### config.mk
export PLATFORM = sky130hd
export DESIGN_NAME = alu_issue_stage
export DESIGN_NICKNAME = d
export VERILOG_FILES = /design/src/rtl/alu_pkg.sv /design/src/rtl/alu_op_decode.sv /design/src/rtl/alu_issue_stage.sv
export SDC_FILE = /design/constraint.sdc
export NUM_CORES = 1
export LEC_CHECK = 0
export BUFFER_PORTS_ARGS = -buffer_cell sky130_fd_sc_hd__buf_4
export CORE_MARGIN = 4
export CORE_UTILIZATION = 40
export DETAILED_ROUTE_END_ITERATION = 10
export GPL_ROUTABILITY_DRIVEN = 0
export PLACE_DENSITY_LB_ADDON = 0.1
export REMOVE_ABC_BUFFERS = 1
export SLEW_MARGIN = 10
export SYNTH_ARGS = -nofsm -noshare
export SYNTH_HDL_FRONTEND = slang
export SYNTH_HIERARCHICAL = 1
export SYNTH_SLANG_ARGS = --single-unit
### constraint.sdc
create_clock -name clk -period 2.2 [get_ports clk]
set_input_delay 0.33 -clock clk [delete_from_list [all_inputs] [get_ports clk]]
set_output_delay 0.33 -clock clk [all_outputs]
set_load 0.02 [all_outputs]
### src/rtl/alu_pkg.sv
// Shared ALU definitions: op codes, MIPS encodings and the issue-entry payload.
package alu_pkg;

  localparam int XLEN  = 32;
  localparam int DEPTH = 2;

  typedef enum logic [3:0] {
    ALU_SLL  = 4'b0000,
    ALU_SRL  = 4'b0010,
    ALU_SRA  = 4'b0011,
    ALU_SLT  = 4'b0110,
    ALU_AND  = 4'b1000,
    ALU_OR   = 4'b1001,
    ALU_XOR  = 4'b1010,
    ALU_NOR  = 4'b1011,
    ALU_ADD  = 4'b1100,
    ALU_SUB  = 4'b1110,
    ALU_PASS = 4'b1111
  } alu_op_t;

  localparam logic [5:0] OP_RTYPE = 6'b000000;
  localparam logic [5:0] OP_ADDI  = 6'b001000;
  localparam logic [5:0] OP_ADDIU = 6'b001001;
  localparam logic [5:0] OP_SLTI  = 6'b001010;
  localparam logic [5:0] OP_ANDI  = 6'b001100;
  localparam logic [5:0] OP_ORI   = 6'b001101;
  localparam logic [5:0] OP_XORI  = 6'b001110;
  localparam logic [5:0] OP_LUI   = 6'b001111;
  localparam logic [5:0] OP_LW    = 6'b100011;
  localparam logic [5:0] OP_SW    = 6'b101011;

  localparam logic [5:0] F_SLL  = 6'b000000;
  localparam logic [5:0] F_SRL  = 6'b000010;
  localparam logic [5:0] F_SRA  = 6'b000011;
  localparam logic [5:0] F_SLLV = 6'b000100;
  localparam logic [5:0] F_SRLV = 6'b000110;
  localparam logic [5:0] F_SRAV = 6'b000111;
  localparam logic [5:0] F_ADD  = 6'b100000;
  localparam logic [5:0] F_ADDU = 6'b100001;
  localparam logic [5:0] F_SUB  = 6'b100010;
  localparam logic [5:0] F_SUBU = 6'b100011;
  localparam logic [5:0] F_AND  = 6'b100100;
  localparam logic [5:0] F_OR   = 6'b100101;
  localparam logic [5:0] F_XOR  = 6'b100110;
  localparam logic [5:0] F_NOR  = 6'b100111;
  localparam logic [5:0] F_SLT  = 6'b101010;

  typedef struct packed {
    alu_op_t           op;
    logic [XLEN-1:0]   v1;
    logic [XLEN-1:0]   v2;
    logic [4:0]        dst;
    logic              reg_write;
    logic              mem_read;
    logic              mem_write;
    logic              illegal;
  } issue_entry_t;

  // Register-register arithmetic/logic functs the ALU can execute directly.
  function automatic logic isArithFunct(input logic [5:0] funct);
    case (funct)
      F_ADD, F_ADDU, F_SUB, F_SUBU, F_AND, F_OR, F_XOR, F_NOR, F_SLT: isArithFunct = 1'b1;
      default: isArithFunct = 1'b0;
    endcase
  endfunction

  // Shift functs; 000001 and 000101 have no meaning and stay illegal.
  function automatic logic isShiftFunct(input logic [5:0] funct);
    case (funct)
      F_SLL, F_SRL, F_SRA, F_SLLV, F_SRLV, F_SRAV: isShiftFunct = 1'b1;
      default: isShiftFunct = 1'b0;
    endcase
  endfunction

endpackage

### src/rtl/alu_op_decode.sv
// Combinational translation of a MIPS instruction plus register values into an issue entry.
module alu_op_decode
  import alu_pkg::*;
(
  input  logic [31:0]   instr,
  input  logic [31:0]   rs_val,
  input  logic [31:0]   rt_val,
  output issue_entry_t  entry
);

  logic [5:0]      opcode;
  logic [5:0]      funct;
  logic [4:0]      shamt;
  logic [4:0]      rtIdx;
  logic [4:0]      rdIdx;
  logic [15:0]     imm;
  logic [XLEN-1:0] signExtImm;
  logic [XLEN-1:0] zeroExtImm;
  logic            unusedRsField;

  assign opcode        = instr[31:26];
  assign rtIdx         = instr[20:16];
  assign rdIdx         = instr[15:11];
  assign shamt         = instr[10:6];
  assign funct         = instr[5:0];
  assign imm           = instr[15:0];
  assign signExtImm    = {{(XLEN-16){imm[15]}}, imm};
  assign zeroExtImm    = {{(XLEN-16){1'b0}}, imm};
  assign unusedRsField = ^instr[25:21];

  logic       legal;
  logic [3:0] opBits;

  // Build the entry per instruction class; anything unrecognised collapses to a bare illegal marker.
  always_comb begin
    entry  = '0;
    legal  = 1'b0;
    opBits = 4'b0000;
    case (opcode)
      OP_RTYPE: begin
        if (isArithFunct(funct)) begin
          opBits = funct[3:0] ^ 4'b1100;
          if (funct == F_ADDU || funct == F_SUBU) opBits[0] = 1'b0;
          entry.op        = alu_op_t'(opBits);
          entry.v1        = rs_val;
          entry.v2        = rt_val;
          entry.dst       = rdIdx;
          entry.reg_write = 1'b1;
          legal           = 1'b1;
        end else if (isShiftFunct(funct)) begin
          entry.op        = alu_op_t'({2'b00, funct[1:0]});
          entry.v1        = funct[2] ? {{(XLEN-5){1'b0}}, rs_val[4:0]} : {{(XLEN-5){1'b0}}, shamt};
          entry.v2        = rt_val;
          entry.dst       = rdIdx;
          entry.reg_write = 1'b1;
          legal           = 1'b1;
        end
      end
      OP_ADDI, OP_ADDIU, OP_SLTI, OP_ANDI, OP_ORI, OP_XORI, OP_LUI, OP_LW: begin
        entry.v1        = rs_val;
        entry.dst       = rtIdx;
        entry.reg_write = 1'b1;
        legal           = 1'b1;
        case (opcode)
          OP_SLTI: begin entry.op = ALU_SLT;  entry.v2 = signExtImm; end
          OP_ANDI: begin entry.op = ALU_AND;  entry.v2 = zeroExtImm; end
          OP_ORI:  begin entry.op = ALU_OR;   entry.v2 = zeroExtImm; end
          OP_XORI: begin entry.op = ALU_XOR;  entry.v2 = zeroExtImm; end
          OP_LUI:  begin entry.op = ALU_PASS; entry.v2 = {imm, 16'h0000}; end
          default: begin entry.op = ALU_ADD;  entry.v2 = signExtImm; end
        endcase
        if (opcode == OP_LW) entry.mem_read = 1'b1;
      end
      OP_SW: begin
        entry.op        = ALU_ADD;
        entry.v1        = rs_val;
        entry.v2        = signExtImm;
        entry.dst       = rtIdx;
        entry.mem_write = 1'b1;
        legal           = 1'b1;
      end
      default: ;
    endcase
    if (!legal) begin
      entry         = '0;
      entry.illegal = 1'b1;
    end
    if (entry.dst == 5'd0) entry.reg_write = 1'b0;
  end

endmodule

### src/rtl/alu_issue_stage.sv
// Decode/issue stage: decodes instructions and queues them in a 2-entry buffer ahead of the ALU.
module alu_issue_stage
  import alu_pkg::*;
(
  input  logic        clk,
  input  logic        reset,
  input  logic        in_valid,
  output logic        in_ready,
  input  logic [31:0] instr,
  input  logic [31:0] rs_val,
  input  logic [31:0] rt_val,
  input  logic        flush,
  output logic        out_valid,
  input  logic        out_ready,
  output logic [3:0]  alu_op,
  output logic [31:0] alu_v1,
  output logic [31:0] alu_v2,
  output logic [4:0]  dst,
  output logic        reg_write,
  output logic        mem_read,
  output logic        mem_write,
  output logic        illegal
);

  localparam logic [1:0] FullCount = 2'(DEPTH);

  issue_entry_t decoded;
  issue_entry_t mem_q [DEPTH];
  issue_entry_t shownEntry;

  logic [1:0] count_q, count_d;
  logic       wrPtr_q, wrPtr_d;
  logic       rdPtr_q, rdPtr_d;
  logic       inReady_q, inReady_d;
  logic       push;
  logic       pop;

  alu_op_decode uDecode (
    .instr  (instr),
    .rs_val (rs_val),
    .rt_val (rt_val),
    .entry  (decoded)
  );

  assign out_valid = (count_q != 2'd0);
  assign in_ready  = inReady_q;
  assign push      = in_valid && inReady_q && !flush;
  assign pop       = out_valid && out_ready;

  // Pointer/occupancy bookkeeping; flush empties the buffer and wins over any push.
  always_comb begin
    count_d = count_q;
    wrPtr_d = wrPtr_q;
    rdPtr_d = rdPtr_q;
    if (flush) begin
      count_d = 2'd0;
      wrPtr_d = 1'b0;
      rdPtr_d = 1'b0;
    end else begin
      if (push) wrPtr_d = wrPtr_q + 1'b1;
      if (pop)  rdPtr_d = rdPtr_q + 1'b1;
      case ({push, pop})
        2'b10:   count_d = count_q + 2'd1;
        2'b01:   count_d = count_q - 2'd1;
        default: count_d = count_q;
      endcase
    end
    inReady_d = (count_d < FullCount);
  end

  // State and storage registers; the head slot is only rewritten after it has been popped.
  always_ff @(posedge clk) begin
    if (reset) begin
      count_q   <= 2'd0;
      wrPtr_q   <= 1'b0;
      rdPtr_q   <= 1'b0;
      inReady_q <= 1'b1;
      for (int i = 0; i < DEPTH; i++) mem_q[i] <= '0;
    end else begin
      count_q   <= count_d;
      wrPtr_q   <= wrPtr_d;
      rdPtr_q   <= rdPtr_d;
      inReady_q <= inReady_d;
      if (push) mem_q[wrPtr_q] <= decoded;
    end
  end

  // Present the head entry, and all-zero payload whenever nothing is valid.
  always_comb begin
    shownEntry = '0;
    if (out_valid) shownEntry = mem_q[rdPtr_q];
  end

  assign alu_op    = shownEntry.op;
  assign alu_v1    = shownEntry.v1;
  assign alu_v2    = shownEntry.v2;
  assign dst       = shownEntry.dst;
  assign reg_write = shownEntry.reg_write;
  assign mem_read  = shownEntry.mem_read;
  assign mem_write = shownEntry.mem_write;
  assign illegal   = shownEntry.illegal;

endmodule

==> flow_metrics.tcl <==
set metrics [dict create \
    status "finished clean" \
    gr-total-overflow 0 \
    final_common_cell "buf_4" \
    first_pass_iters 5 \
    p_int_w 0.00574 \
    num_antenna_cells 0 \
    ant_nets 0 \
    final-max-slew-violation-count 0 \
    worst_pin_slew_ns 0.918 \
    p_seq_share_pct 47.0 \
    crit_arrival_ns 1.75 \
    clock_sinks 160 \
    crit_type "reg -> out" \
    start_util_pct 41.2 \
    powerDensity_nw_per_um2 687 \
    routedWlPerCell_um 19.4 \
    area_growth_pct 28.9 \
    dp_cells 1142 \
    reg2reg_from "wrPtr_q" \
    switching_power_w 0.00174 \
    drt_iter0_drc 322 \
    drt_wl_total_um 22800 \
    drc 0 \
    insertion_delay_ns 0.42 \
    row_count 52 \
    cts_buffers 17 \
    maxCapViolCount 0 \
    stdcell_count 1176 \
    drt-vias-per-instance 5.36 \
    p_sw_share_pct 23.3 \
    dieWidth_um 153 \
    cp_max_fo 12 \
    antenna_found_initial 0 \
    hold_viol 0 \
    cts_max_level 4 \
    leakage_nw 4.77 \
    syn_inst 716 \
    holdCritPathClass "in -> reg" \
    synth_area_leaders "edfxtp_1 55%, and3_1 11%, mux2i_1 9.1%" \
    worst_slack_ns 0.124 \
    async_flop_share_pct 0 \
    clock.fmax_mhz 482 \
    cts.path.max_buffers 2 \
    grt_usage_pct 19.3 \
    yosysSeqAreaShare_pct 56.2 \
    synth_edf_count 154 \
    place_ws_ns -0.257 \
    total_power_w 0.00747 \
    synth_seq_cells 160 \
    final_cell_mix "210 x buf_4, 154 x and3_1, 154 x edfxtp_1, 102 x nor2_1, 77 x mux2i_1" \
    grt_pass1_wl_um 35800 \
    syn_avg_cell_area_um2 11.8 \
    fp.dieH_um 153 \
    end_kind "output port" \
    netlist.top_cell.by_area "edfxtp_1" \
    finalSetupViolCount 0 \
    rr_endpoint "mem_q[1][57]" \
    ys.warnings.count 6 \
    p_comb_share_pct 10.8 \
    vdd.ir_drop.worst_mv 0.523 \
    slew_headroom_pct 38.8 \
    io_pins 180 \
    clockRootBuffer "clkbuf_16" \
    core_um2 20500 \
    fillers 1838 \
    reg2regPathDepth 3 \
    drive_above_1_share_pct 31.2 \
    grt_max_degree 155 \
    power.share.clock_pct 42.2 \
    fin_crit_ns 2.08 \
    fin_crit_sh_pct 94.3 \
    worstPathRequired_ns 1.87 \
    crit_end "alu_v2[16]" \
    layout.nets 995 \
    ff2ff_setup_slack_ns 0.49 \
    ys_types 52 \
    grt_pass1_vias 6645 \
    port_buffers 174 \
    ys.flop_type "edfxtp_1" \
    tritoncts "built" \
    cp-start-kind "flip-flop" \
    post-dp-hpwl_um 14400 \
    vias 6308 \
    rsz0062_at_grt "no" \
    dieArea_um2 23500 \
    clk_pin_slew_ns 0.07 \
    synth.top_cell.area_share_pct 54.8 \
    fin_skew_ns 0.00862 \
    syn_area_um2 8440 \
]
through the flow:
| step | hold slack (ns) | TNS (ns) | utilization, % | area [µm²] |
|---|---|---|---|---|
| after floorplan | 0.439 | -280.49 | - | 8050 |
| after global placement | 0.495 | -17.80 | 49.9 | 10200 |
| after detailed placement | 0.494 | -20.03 | 49.9 | 10200 |
| after CTS | 0.190 | 0 | 53.1 | 10900 |
| after global routing | 0.190 | 0 | 53.1 | 10900 |
| final | 0.206 | 0 | 53.1 | 10900 |
cell families after synthesis:
group / share of synthesized area [%]
flops: 56.2
compound gates: 7.37
simple gates: 21.0
buf+inv: 5.49
fa+ha+maj: 0.148
xor+xnor: 0.519
mux: 9.27
layer usage:
metal | GRT usage [%] | share of wire [%] | up-vias
met5 | 0 | 0 | -
met4 | 5.60 | 1.5 | 0
met3 | 4.18 | 5.5 | 27
met2 | 32.9 | 49 | 203
met1 | 24.8 | 43 | 3064
li1 | - | - | 3014
state kept, by name, summed over array words and instances (netlist names), named ones only:
register,count
mem_q,154
rdPtr_q,1
in_ready,1
count_q,2
wrPtr_q,1
synth_stat cells (all sizes together) (6+ instances only):
master  instances
a22o           21
and3          154
buf            40
clkbuf         23
dfxtp           6
edfxtp        154
inv            21
mux2i          77
nand2           7
nor2          105
nor2b          32
o221ai         16
cell type report:
| class | instances | area, µm² | area share (%) |
|---|---|---|---|
| flip-flops and latches | 160 | 4750 | 43.7 |
| clock buffers | 18 | 429 | 3.95 |
| clock inverters | 14 | 203 | 1.86 |
| well taps | 270 | 338 | 3.11 |
| multi-input cells | 472 | 3280 | 30.2 |
| repair buffers | 221 | 1800 | 16.5 |
| inverters | 21 | 78.8 | 0.725 |
power groups by stage:
| stage | Combinational (W) | Sequential [W] | Clock (W) |
|---|---|---|---|
| CTS | 0.000815 | 0.00351 | 0.00321 |
| detailed placement | 0.000807 | 0.00358 | 0 |
| global placement | 0.000796 | 0.00357 | 0 |
| floorplan | 0.000355 | 0.00358 | 0 |
| global route | 0.000875 | 0.00352 | 0.00334 |
| finish | 0.000806 | 0.00351 | 0.00316 |
repair_timing:
item                       CTS  global route
hold buffers                 0             0
setup endpoints to repair   13             0
gates resized for setup      0             0
hold endpoints to repair     0             0
buffers inserted             2             0
worst max-delay path, stage by stage, from the launching register on:
cell and delay, ns:
dfxtp_4 0.51, buf_4 0.32, mux2i_1 0.24, nor2_1 0.08
buf_4 0.16
how the worst min path moves through the flow:
stage	cells after the start	startpoint	endpoint
floorplan	2	reset	in_ready
global placement	2	rdPtr_q	rdPtr_q
detailed placement	2	rdPtr_q	rdPtr_q
CTS	3	reset	in_ready
global route	3	reset	in_ready
finish	3	reset	in_ready
Note: power is estimated with default switching activity, not from simulation.
